===== src/rtl/swap_rotate_fsm.sv =====
// Multi-cycle swap / rotate-left controller around an embedded NUM_REGS x DATA_W register bank.
// Optional rotate-left command is compiled in with `define SWAP_ROTATE_EN; default build is swap-only.
module swap_rotate_fsm #(
  parameter int DATA_W   = 8,
  parameter int NUM_REGS = 4,
  localparam int IDX_W   = $clog2(NUM_REGS)
) (
  input  logic              clk,
  input  logic              reset,
  input  logic              start,
  input  logic              mode,
  input  logic [IDX_W-1:0]  idx_a,
  input  logic [IDX_W-1:0]  idx_b,
  input  logic              wr_en,
  input  logic [IDX_W-1:0]  wr_idx,
  input  logic [DATA_W-1:0] wr_data,
  input  logic [IDX_W-1:0]  rd_idx,
  output logic [DATA_W-1:0] rd_data,
  output logic              busy,
  output logic              done,
  output logic              err,
  output logic [1:0]        step,
  output logic              w
);

  localparam logic [IDX_W:0] NUM_L = (IDX_W+1)'(NUM_REGS);

`ifdef SWAP_ROTATE_EN
  localparam logic [IDX_W-1:0] LAST_IDX = IDX_W'(NUM_REGS - 1);
  localparam logic [IDX_W-1:0] CNT_LAST = IDX_W'(NUM_REGS - 2);
  typedef enum logic [2:0] {S_IDLE, S_LOAD, S_MOVE, S_SHIFT, S_STORE} state_t;
`else
  typedef enum logic [1:0] {S_IDLE, S_LOAD, S_MOVE, S_STORE} state_t;
`endif

  state_t state_q, state_d;

  logic [DATA_W-1:0] bank [NUM_REGS];
  logic [DATA_W-1:0] temp;
  logic [IDX_W-1:0]  a_q, b_q;
  logic              accept, reject, start_rot;

`ifdef SWAP_ROTATE_EN
  logic              rot_q;
  logic [IDX_W-1:0]  cnt_q;
  assign start_rot = mode;
`else
  logic unused_mode;
  assign unused_mode = mode;
  assign start_rot   = 1'b0;
`endif

  // Index checks are constant-true for power-of-2 bank sizes.
  logic a_ok, b_ok, wr_ok, rd_ok;
  assign a_ok  = {1'b0, idx_a}  < NUM_L;
  assign b_ok  = {1'b0, idx_b}  < NUM_L;
  assign wr_ok = {1'b0, wr_idx} < NUM_L;
  assign rd_ok = {1'b0, rd_idx} < NUM_L;

  assign rd_data = rd_ok ? bank[rd_idx] : '0;
  assign busy    = (state_q != S_IDLE);
  assign w       = busy;

  always_comb begin
    state_d = state_q;
    accept  = 1'b0;
    reject  = 1'b0;
    step    = 2'd0;
    case (state_q)
      S_IDLE: begin
        if (start) begin
          if (!start_rot && !(a_ok && b_ok)) begin
            reject = 1'b1;
          end else begin
            accept  = 1'b1;
            state_d = S_LOAD;
          end
        end
      end
      S_LOAD: begin
        step    = 2'd1;
`ifdef SWAP_ROTATE_EN
        state_d = rot_q ? S_SHIFT : S_MOVE;
`else
        state_d = S_MOVE;
`endif
      end
      S_MOVE: begin
        step    = 2'd2;
        state_d = S_STORE;
      end
`ifdef SWAP_ROTATE_EN
      S_SHIFT: begin
        step = 2'd2;
        if (cnt_q == CNT_LAST) state_d = S_STORE;
      end
`endif
      S_STORE: begin
        step    = 2'd3;
        state_d = S_IDLE;
      end
      default: state_d = S_IDLE;
    endcase
  end

  always_ff @(posedge clk) begin
    if (reset) begin
      state_q <= S_IDLE;
      temp    <= '0;
      a_q     <= '0;
      b_q     <= '0;
      done    <= 1'b0;
      err     <= 1'b0;
`ifdef SWAP_ROTATE_EN
      rot_q   <= 1'b0;
      cnt_q   <= '0;
`endif
      for (int i = 0; i < NUM_REGS; i++) bank[i] <= '0;
    end else begin
      state_q <= state_d;
      done    <= (state_q == S_STORE);
      err     <= reject;
      if (accept) begin
        a_q <= idx_a;
        b_q <= idx_b;
`ifdef SWAP_ROTATE_EN
        rot_q <= mode;
        cnt_q <= '0;
`endif
      end
      case (state_q)
        // A start accepted this cycle takes priority over a host load.
        S_IDLE: if (!accept && wr_en && wr_ok) bank[wr_idx] <= wr_data;
`ifdef SWAP_ROTATE_EN
        S_LOAD:  temp <= rot_q ? bank[0] : bank[a_q];
        S_MOVE:  bank[a_q] <= bank[b_q];
        S_SHIFT: begin
          bank[cnt_q] <= bank[cnt_q + 1'b1];
          cnt_q       <= cnt_q + 1'b1;
        end
        S_STORE: bank[rot_q ? LAST_IDX : b_q] <= temp;
`else
        S_LOAD:  temp <= bank[a_q];
        S_MOVE:  bank[a_q] <= bank[b_q];
        S_STORE: bank[b_q] <= temp;
`endif
        default: ;
      endcase
    end
  end

endmodule


===== config.mk =====
export PLATFORM = sky130hd
export DESIGN_NAME = swap_rotate_fsm
export DESIGN_NICKNAME = d
export VERILOG_FILES = /design/src/rtl/swap_rotate_fsm.sv
export SDC_FILE = /design/constraint.sdc
export NUM_CORES = 1
export LEC_CHECK = 0
export BUFFER_PORTS_ARGS = -buffer_cell sky130_fd_sc_hd__buf_2
export CAP_MARGIN = 10
export CORE_MARGIN = 4
export CORE_UTILIZATION = 57
export DETAILED_ROUTE_END_ITERATION = 8
export GPL_ROUTABILITY_DRIVEN = 0
export PLACE_DENSITY = 0.85
export REMOVE_ABC_BUFFERS = 1
export SLEW_MARGIN = 10
export SYNTH_ARGS = -nofsm -noshare
export SYNTH_HDL_FRONTEND = slang
export SYNTH_SLANG_ARGS = --single-unit

===== constraint.sdc =====
create_clock -name clk -period 3.4 [get_ports clk]
set_input_delay 0.68 -clock clk [delete_from_list [all_inputs] [get_ports clk]]
set_output_delay 0.68 -clock clk [all_outputs]
set_load 0.005 [all_outputs]

==> results of run 1 <==
==> worst max-delay path, cell delays in order (launching register included) <==
cell	delay [ps]
dfxtp_1	390
inv_1	100
ha_1	280
nand3b_1	170
nor4b_1	420
a221oi_1	130
nor3_1	750
buf_4	280
==> synthesized netlist by cell type (all sizes together) (2+ instances only) <==
cell,n,area share
or4,2,0.0057
a222oi,8,0.031
nor3,26,0.050
o21bai,2,0.0057
clkbuf,5,0.0072
nor2,13,0.019
dfxtp,17,0.13
mux2i,8,0.031
a21oi,5,0.0096
nand3,4,0.0076
a21o,3,0.0091
nor2b,2,0.0048
mux4,24,0.21
buf,14,0.035
ha,5,0.024
inv,11,0.016
nand2,6,0.0086
edfxtp,32,0.37
==> power breakdown <==
group / switching [mW] / leakage, nW / internal (mW)
combinational: 0.335 / 0.608 / 0.275
clock: 0.196 / 0.0430 / 0.139
sequential: 0.0983 / 0.472 / 0.775
==> routing by layer <==
| metal | up-vias | GRT usage |
|---|---|---|
| met5 | - | 0 |
| met4 | 0 | 0.08544 |
| met3 | 6 | 0.03958 |
| met2 | 79 | 0.4011 |
| met1 | 867 | 0.2995 |
| li1 | 834 | - |
==> area by class of cell <==
type	instances	area, um2
clock inverters	3	12.51
multi-input cells	120	1165
inverters	11	41.29
clock buffers	5	68.82
flip-flops and latches	49	1301
well taps	52	65.06
fillers	346	1540
repair buffers	40	220.2
==> kinds of logic after synthesis <==
family | after synthesis | share of synthesized area
simple gates | 58 | 0.1095
flops | 49 | 0.4971
mux | 32 | 0.2371
buf+inv | 30 | 0.05784
compound gates | 24 | 0.07313
fa+ha+maj | 5 | 0.02390
other cells | 1 | 0.001433
==> placed cells by master, fill, tap and decap left out, drive strengths merged, types with 3 or more instances in the layout <==
master / n
nand2: 6
clkbuf: 5
a222oi: 8
nor2: 13
a21o: 3
dfxtp: 17
ha: 5
nor3: 26
a21oi: 5
nand3: 4
edfxtp: 32
clkinv: 3
mux4: 24
inv: 11
mux2i: 8
buf: 40
==> sequential cells by signal, indices dropped and copies added, names as in the netlist, named ones only <==
| signal | count |
|---|---|
| done | 1 |
| state_q | 2 |
| a_q | 2 |
| bank | 32 |
| temp | 8 |
| b_q | 2 |
==> how the worst max path moves through the flow <==
stage | cells past startpoint | endpoint | from
finish | 7 | bank[3][0] | state_q[1]
global placement | 5 | bank[3][1] | reset
global route | 7 | bank[3][0] | state_q[0]
CTS | 7 | bank[3][0] | state_q[1]
floorplan | 4 | bank[0][0] | start
detailed placement | 5 | bank[3][1] | reset
==> metrics by stage <==
step | util | area (um2) | instances | total power, mW
3_5_place_dp | 0.6327 | 2793 | 272 | 1.495
3_3_place_gp | 0.6327 | 2793 | 272 | 1.465
4_1_cts | 0.6511 | 2874 | 280 | 1.820
2_1_floorplan | - | 2507 | 180 | 1.256
6_report | 0.6511 | 2874 | 280 | 1.818
5_1_grt | 0.6511 | 2874 | 280 | 1.924
==> metrics.txt, run 1 <==
gr ovfl total=0; number of cell rows=24; Top Layer Used=met4; CTS buffer count=5; met2 WL=3.123 mm; Post-Syn Instances=199; CTS Hold Bufs=0; Clock Path Buffers=2; Post-route DRC=0; FF-to-FF setup slack=between 500 and 600 ps; Critical Path AT=approximately 2800 ps; Setup-failing EPs final=0; post-DR vias/cell=approximately 6.4; Clock transition at path regs=about 90 ps; crit path kind=flop to flop; hold-critical path depth=2; First DRT Iteration DRCs=195; Root Buffer=clkbuf_8; Die X=about 76 um; Post-DP HPWL=4.035 mm; Tmin final=~2800 ps; vias in the first global route=1899; RSZ-0062 raised after global routing=false; final period utilization=0.8236; Worst Hold Margin=504.7 ps; Worst Hold End=state_q[1]; Vias=1786; Max Clk Rate=0.3571 GHz; post-CTS resize count=0; IO buf count=32; reg2reg end=bank[3][0]; CP Capture Type=flop; WL met3=between 400 and 500 um; worst clock skew=about 5.7 ps; largest net degree at the start of global routing=17; worst setup slack after placement=525.9 ps; leakage dissipation=1.123 nW; Slew Limit Fails=0; Starting Density=0.5930; initial antenna violation count=0; area of the core=0.004414 mm2; Async SR Flop Fraction=0; max_slew headroom=0.1516; Die Y=about 76 um; Tightest Hold Check Type=flop to flop; global-route usage over all layers=0.2340; layout cells sized above 1=0.3114; number of flops mapped to enable cells by yosys=32; number of routed nets with antenna violations=0; prevailing post-synth register cell=edfxtp_1; postcts setup bufs=0; Reg2Reg Depth=7; status=finished clean; Ys Warns=0; Req. time, crit path=around 3400 ps; met1 wire length=roughly 2.2 mm; Antenna Cells=0; final wirelength=around 6 mm; CP startpoint kind=flop; Unique masters post-synth=35; synthesized area per cell=13.15 um2; 1st-pass router iterations=7; Max-cap violations=0; total power per unit cell area=roughly 630 mW/mm2; hold_sp=state_q[1]; final hold viol count=0; FF-to-FF Start=state_q[1]; die area=0.005740 mm2; VDD IR max=0.4282 mV; drt wl/cell=between 20 and 25 um; H-tree depth=2; Seq/Total Area, Yosys=0.4971; worst slew pin tran=between 1000 and 1500 ps; Final #Nets=approximately 250; register bit total from synthesis=just under 50; Netlist Area Pre-Place=0.002618 mm2; Area Overhead vs Synth=9.799%; boundary pin count=35; CTS tree=built; clk sinks=49; critical-path maximum fanout=7; Worst-Skew Late Latency=between 300 and 400 ps; setup TNS=0 ps; first-pass GRT wire length=roughly 9.6 mm; final setup margin=approximately 600 ps
No activity file was read; power rests on OpenSTA's default activity.
==> run 2, diff against run 1 <==
--- a/config.mk
+++ b/config.mk
@@ -5,13 +5,14 @@
 export SDC_FILE = /design/constraint.sdc
 export NUM_CORES = 1
 export LEC_CHECK = 0
+export ABC_AREA = 1
 export BUFFER_PORTS_ARGS = -buffer_cell sky130_fd_sc_hd__buf_2
 export CAP_MARGIN = 10
 export CORE_MARGIN = 4
-export CORE_UTILIZATION = 57
+export CORE_UTILIZATION = 53
 export DETAILED_ROUTE_END_ITERATION = 8
 export GPL_ROUTABILITY_DRIVEN = 0
-export PLACE_DENSITY = 0.85
+export PLACE_DENSITY = 0.82
 export REMOVE_ABC_BUFFERS = 1
 export SLEW_MARGIN = 10
 export SYNTH_ARGS = -nofsm -noshare
==> constraint.sdc (replaced) <==
create_clock -name clk -period 2.5 [get_ports clk]
set_input_delay 0.5 -clock clk [delete_from_list [all_inputs] [get_ports clk]]
set_output_delay 0.5 -clock clk [all_outputs]
set_load 0.005 [all_outputs]
==> metrics.txt, run 2 <==
status=finished clean; Seq/Total Area, Yosys=0.4344; number of flops mapped to enable cells by yosys=32; gr ovfl total=0; Worst Hold End=a_q[0]; hold-critical path depth=3; number of cell rows=27; Clock Path Buffers=2; Post-route DRC=0; Post-DP HPWL=about 5.2 mm; postcts setup bufs=0; register area=around 0.0013 mm2; Vias=~2.7k; multiplexer share of the synthesized area=0; leading cell type in the layout, fill and taps excluded=nand2_1; leakage dissipation=between 1.5 and 2 nW; biggest regs=bank: 32 flops, temp: 8 flops; max reg flops=32; Max Clk Rate=around 0.47 GHz; first-pass GRT wire length=11.31 mm; most frequent cells after synthesis=nand2_1 (95), inv_1 (64), a21oi_1 (59); Critical Path AT=2100 ps; Req. time, crit path=~2500 ps; number of routed nets with antenna violations=0; max_slew headroom=0.4948; Netlist Area Pre-Place=0.002995 mm2; XOR/XNOR Fraction of Synth Area=0; Clock transition at path regs=about 90 ps; FF-to-FF Start=state_q[0]; initial antenna violation count=0; Starting Density=0.5440; adder-cell area share of the yosys netlist=0.02089; CTS buffer count=5; layout cells sized above 1=0.1556; boundary pin count=35; 1st-pass router iterations=4; register bit total from synthesis=49; First DRT Iteration DRCs=~230; worst clock skew=~9 ps; area leader, netlist=edfxtp_1; Max-cap violations=0; Post-Syn Instances=409; CTS tree=built; commonest cells after routing, fill and taps aside=nand2_1 (95), inv_1 (64), a21oi_1 (59); critical-path maximum fanout=9; area occupied by multi-input gates=~0.0013 mm2; post-synthesis simple-gate area fraction=0.2435; area of the core=0.005507 mm2; Tightest Hold Check Type=input pin to flop; CP startpoint kind=flop; Unique masters post-synth=28; Ys Warns=0; Final Non-Filler Cells=509; Worst-Skew Late Latency=310 ps; FF-to-FF setup slack=between 300 and 400 ps; post-CTS resize count=0; hold_sp=idx_a[0]; IO buf count=32; Placed Instances=501; Final #Nets=462; largest register by flop count=bank; synthesized area per cell=approximately 7.3 um2; Area Overhead vs Synth=9.733%; most frequent cell after synthesis=nand2_1; total power per unit cell area=approximately 940 mW/mm2; setup TNS=0 ps; Die X=83.18 um; Root Buffer=clkbuf_8; worst slew pin tran=756.8 ps; fillcell total=523; Synth top area share=0.3208; cells taking the most area after synthesis=edfxtp_1 (32%), nand2_1 (12%), dfxtp_1 (11%); RSZ-0062 raised after global routing=false; CTS Hold Bufs=0; largest family of logic cells by synthesized area=simple AND/OR/NAND/NOR gates; global-route usage over all layers=0.2010; final wirelength=roughly 6.8 mm; Setup-failing EPs final=0; H-tree depth=2; Antenna Cells=0; vias in the first global route=about 2.5k; VDD IR max=0.5773 mV; Reg2Reg Depth=7; Slew Limit Fails=0; Tmin final=~2100 ps; crit path kind=flop to flop; CP Capture Type=flop; Die Y=about 83 um; final period utilization=0.8488; drt wl/cell=roughly 13 um; Async SR Flop Fraction=0; reg2reg end=bank[0][2]; Synth Area in Compound Gates=0.1696; prevailing post-synth register cell=edfxtp_1; die area=a little under 0.007 mm2; final hold viol count=0; largest net degree at the start of global routing=25; post-DR vias/cell=roughly 5.2; clk sinks=between 40 and 50
[run 2: worst max path at each step]
stage               start          to  cells past startpoint
6_report       state_q[0]  bank[0][2]                      7
5_1_grt        state_q[0]  bank[0][4]                      7
4_1_cts        state_q[0]  bank[0][4]                      7
3_5_place_dp        reset  bank[0][4]                      8
3_3_place_gp        reset  bank[2][3]                      8
2_1_floorplan  state_q[0]  bank[0][0]                      7
[run 2: logic make-up (layout without fill, tap and decap cells)]
family / count (synthesis) / count (layout)
compound gates: 98 / 98
buf+inv: 88 / 116
fa+ha+maj: 5 / 5
other cells: 1 / 1
simple gates: 168 / 168
flops: 49 / 49
[run 2: area by class of cell]
type / instances / share of cell area
multi-input combinational: 272 / 0.3967
sequential: 49 / 0.3959
inverter: 71 / 0.08337
timing repair buffer: 37 / 0.06014
tap: 72 / 0.02741
clock buffer: 6 / 0.02512
clock inverter: 2 / 0.01142
[run 2: where the power goes]
| group | switching (mW) | internal [mW] | total (mW) |
|---|---|---|---|
| Clock | 0.275 | 0.326 | 0.601 |
| Sequential | 0.162 | 1.12 | 1.29 |
| Combinational | 0.789 | 0.404 | 1.19 |
| Total | 1.23 | 1.85 | 3.08 |
[run 2: per-stage QoR]
stage / total power, mW / utilization / setup slack, ps / hold WS [ps] / instance area, um2
global route: 3.308 / 0.5969 / 183.0 / 479.5 / 3287
CTS: 3.089 / 0.5969 / 362.1 / 469.8 / 3287
global placement: 2.438 / 0.5751 / 407.2 / 466.4 / 3167
floorplan: 2.097 / - / 676.4 / 441.3 / 2879
finish: 3.080 / 0.5969 / 377.9 / 469.0 / 3287
detailed placement: 2.494 / 0.5751 / 331.1 / 478.5 / 3167
[run 2: critical path, stage by stage (launching register included)]
cell and delay (ps):
dfxtp_1 370, inv_1 100, ha_1 300, nor2_2 180, nand4_2 160, a21oi_4 190
nand2_2 160, nand2_1 330
[run 2: per-layer routing]
| layer | up-vias | track usage | routed length, um |
|---|---|---|---|
| met5 | - | 0 | 0 |
| met4 | 0 | 0.09658 | 224 |
| met3 | 21 | 0.04266 | 330 |
| met2 | 77 | 0.3426 | 3408 |
| met1 | 1203 | 0.2401 | 2822 |
| li1 | 1360 | - | - |
==> run 3, diff against run 2 <==
--- a/config.mk
+++ b/config.mk
@@ -9,10 +9,10 @@
 export BUFFER_PORTS_ARGS = -buffer_cell sky130_fd_sc_hd__buf_2
 export CAP_MARGIN = 10
 export CORE_MARGIN = 4
-export CORE_UTILIZATION = 53
+export CORE_UTILIZATION = 58
 export DETAILED_ROUTE_END_ITERATION = 8
 export GPL_ROUTABILITY_DRIVEN = 0
-export PLACE_DENSITY = 0.82
+export PLACE_DENSITY = 0.85
 export REMOVE_ABC_BUFFERS = 1
 export SLEW_MARGIN = 10
 export SYNTH_ARGS = -nofsm -noshare
==> constraint.sdc (replaced) <==
create_clock -name clk -period 2.2 [get_ports clk]
set_input_delay 0.44 -clock clk [delete_from_list [all_inputs] [get_ports clk]]
set_output_delay 0.44 -clock clk [all_outputs]
set_load 0.005 [all_outputs]
==> metrics.txt, run 3 (synthesis results as in run 2) <==
status=finished clean; Max-cap violations=0; H-tree depth=2; total power per unit cell area=roughly 1000 mW/mm2; FF-to-FF setup slack=around 170 ps; Clock Path Buffers=2; Die Y=79.87 um; CTS Hold Bufs=0; initial antenna violation count=0; postcts setup bufs=0; FF-to-FF Start=state_q[0]; worst slew pin tran=594.4 ps; Critical Path AT=slightly below 2000 ps; post-CTS resize count=0; reg2reg end=bank[2][1]; setup TNS=0 ps; crit path to=bank[2][1]; RSZ-0062 raised after global routing=false; Clock transition at path regs=90 ps; Area Overhead vs Synth=9.649%; commonest cells after routing, fill and taps aside=nand2_1 (95), inv_1 (64), a21oi_1 (59); Final Non-Filler Cells=509; critical-path maximum fanout=8; final period utilization=0.9209; Placed Instance Area=between 0.003 and 0.004 mm2; global-route usage over all layers=0.2409; CP Capture Type=flop; crit-path max cell delay=between 300 and 400 ps; Req. time, crit path=2170 ps; CP startpoint kind=flop; cell area after layout=0.003284 mm2; CTS tree=built; Root Buffer=clkbuf_8; Worst-Skew Late Latency=~300 ps; hold_sp=idx_a[0]; area of the core=0.004848 mm2; Reg2Reg Depth=7; Tightest Hold Check Type=input pin to flop; Post-DP HPWL=roughly 5.4 mm; Vias=2866; final setup margin=174.1 ps; Antenna Cells=0; biggest regs=bank: 32 flops, temp: 8 flops; Setup-failing EPs final=0; largest register by flop count=bank; number of cell rows=25; final hold viol count=0; IO buf count=32; final wirelength=7.208 mm; crit path kind=flop to flop; 1st-pass router iterations=5; number of routed nets with antenna violations=0; max reg flops=32; Worst path slowest cell=dfxtp_1; leading cell type in the layout, fill and taps excluded=nand2_1; vias in the first global route=2660; gr ovfl total=0; Max Clk Rate=~0.49 GHz; die area=0.006378 mm2; First DRT Iteration DRCs=303; Starting Density=0.6178; Crit. Startpoint=state_q[0]; largest net degree at the start of global routing=25; Final #Nets=~470; boundary pin count=35; first-pass GRT wire length=between 10 and 15 mm; worst clock skew=5.104 ps; Slew Limit Fails=0; leakage dissipation=~1.5 nW; layout cells sized above 1=0.1652; worst setup slack after placement=177.3 ps; drt wl/cell=approximately 14 um; VDD IR max=just over 0.6 mV; Placed Instances=~500; final core utilization=0.6774; Post-route DRC=0; max_slew headroom=0.6033; CTS buffer count=5; clk sinks=49; critical-path cell list=inv_1 > ha_1 > nor2_1 > nand4_2 > a21oi_2 > nand2_2 > nand2_1; Tmin final=between 2000 and 2500 ps; post-DR vias/cell=about 5.6; Die X=approximately 80 um
==> run 3: how the worst min path moves through the flow <==
stage / endpoint / slack [ps] / cells past startpoint
after detailed placement: flop / 480 / 2
after CTS: a_q[1] / 420 / 3
after floorplan: flop / 440 / 2
after global placement: b_q[1] / 460 / 2
final: a_q[0] / 420 / 3
after global routing: a_q[0] / 430 / 3
==> run 3: cell type report <==
class | instances | area, um2
Clock buffer | 5 | 68.82
Timing Repair Buffer | 42 | 235.2
Clock inverter | 3 | 17.52
Inverter | 71 | 274.0
Multi-Input combinational cell | 272 | 1304
Sequential cell | 49 | 1301
Tap cell | 67 | 83.83
Fill cell | 437 | 1564
==> run 3: through the flow <==
| stage | total power, mW | hold WS [ps] |
|---|---|---|
| final | 3.409 | 418.9 |
| after global routing | 3.662 | 428.6 |
| after CTS | 3.401 | 417.4 |
| after detailed placement | 2.868 | 481.5 |
| after global placement | 2.798 | 455.8 |
| after floorplan | 2.383 | 441.3 |
==> run 3: per-layer routing <==
layer,share of wire,vias up,global-route usage
met2,0.49,135,0.4207
met3,0.051,40,0.03499
met5,0,-,0
met4,0.049,0,0.1402
met1,0.41,1317,0.2794
li1,-,1374,-
==> run 3: power breakdown <==
group / switching [mW] / internal, mW / leakage [nW]
Sequential: 0.147 / 1.28 / 0.473
Clock: 0.304 / 0.220 / 0.0439
Combinational: 0.974 / 0.487 / 1.03
Total: 1.42 / 1.98 / 1.55
==> run 3: critical path, delay by kind of cell (launching register included) <==
| family | cells | cell delay [ps] |
|---|---|---|
| simple gates | 4 | 690 |
| buf+inv | 1 | 100 |
| compound gates | 1 | 200 |
| flops | 1 | 380 |
| fa+ha+maj | 1 | 310 |
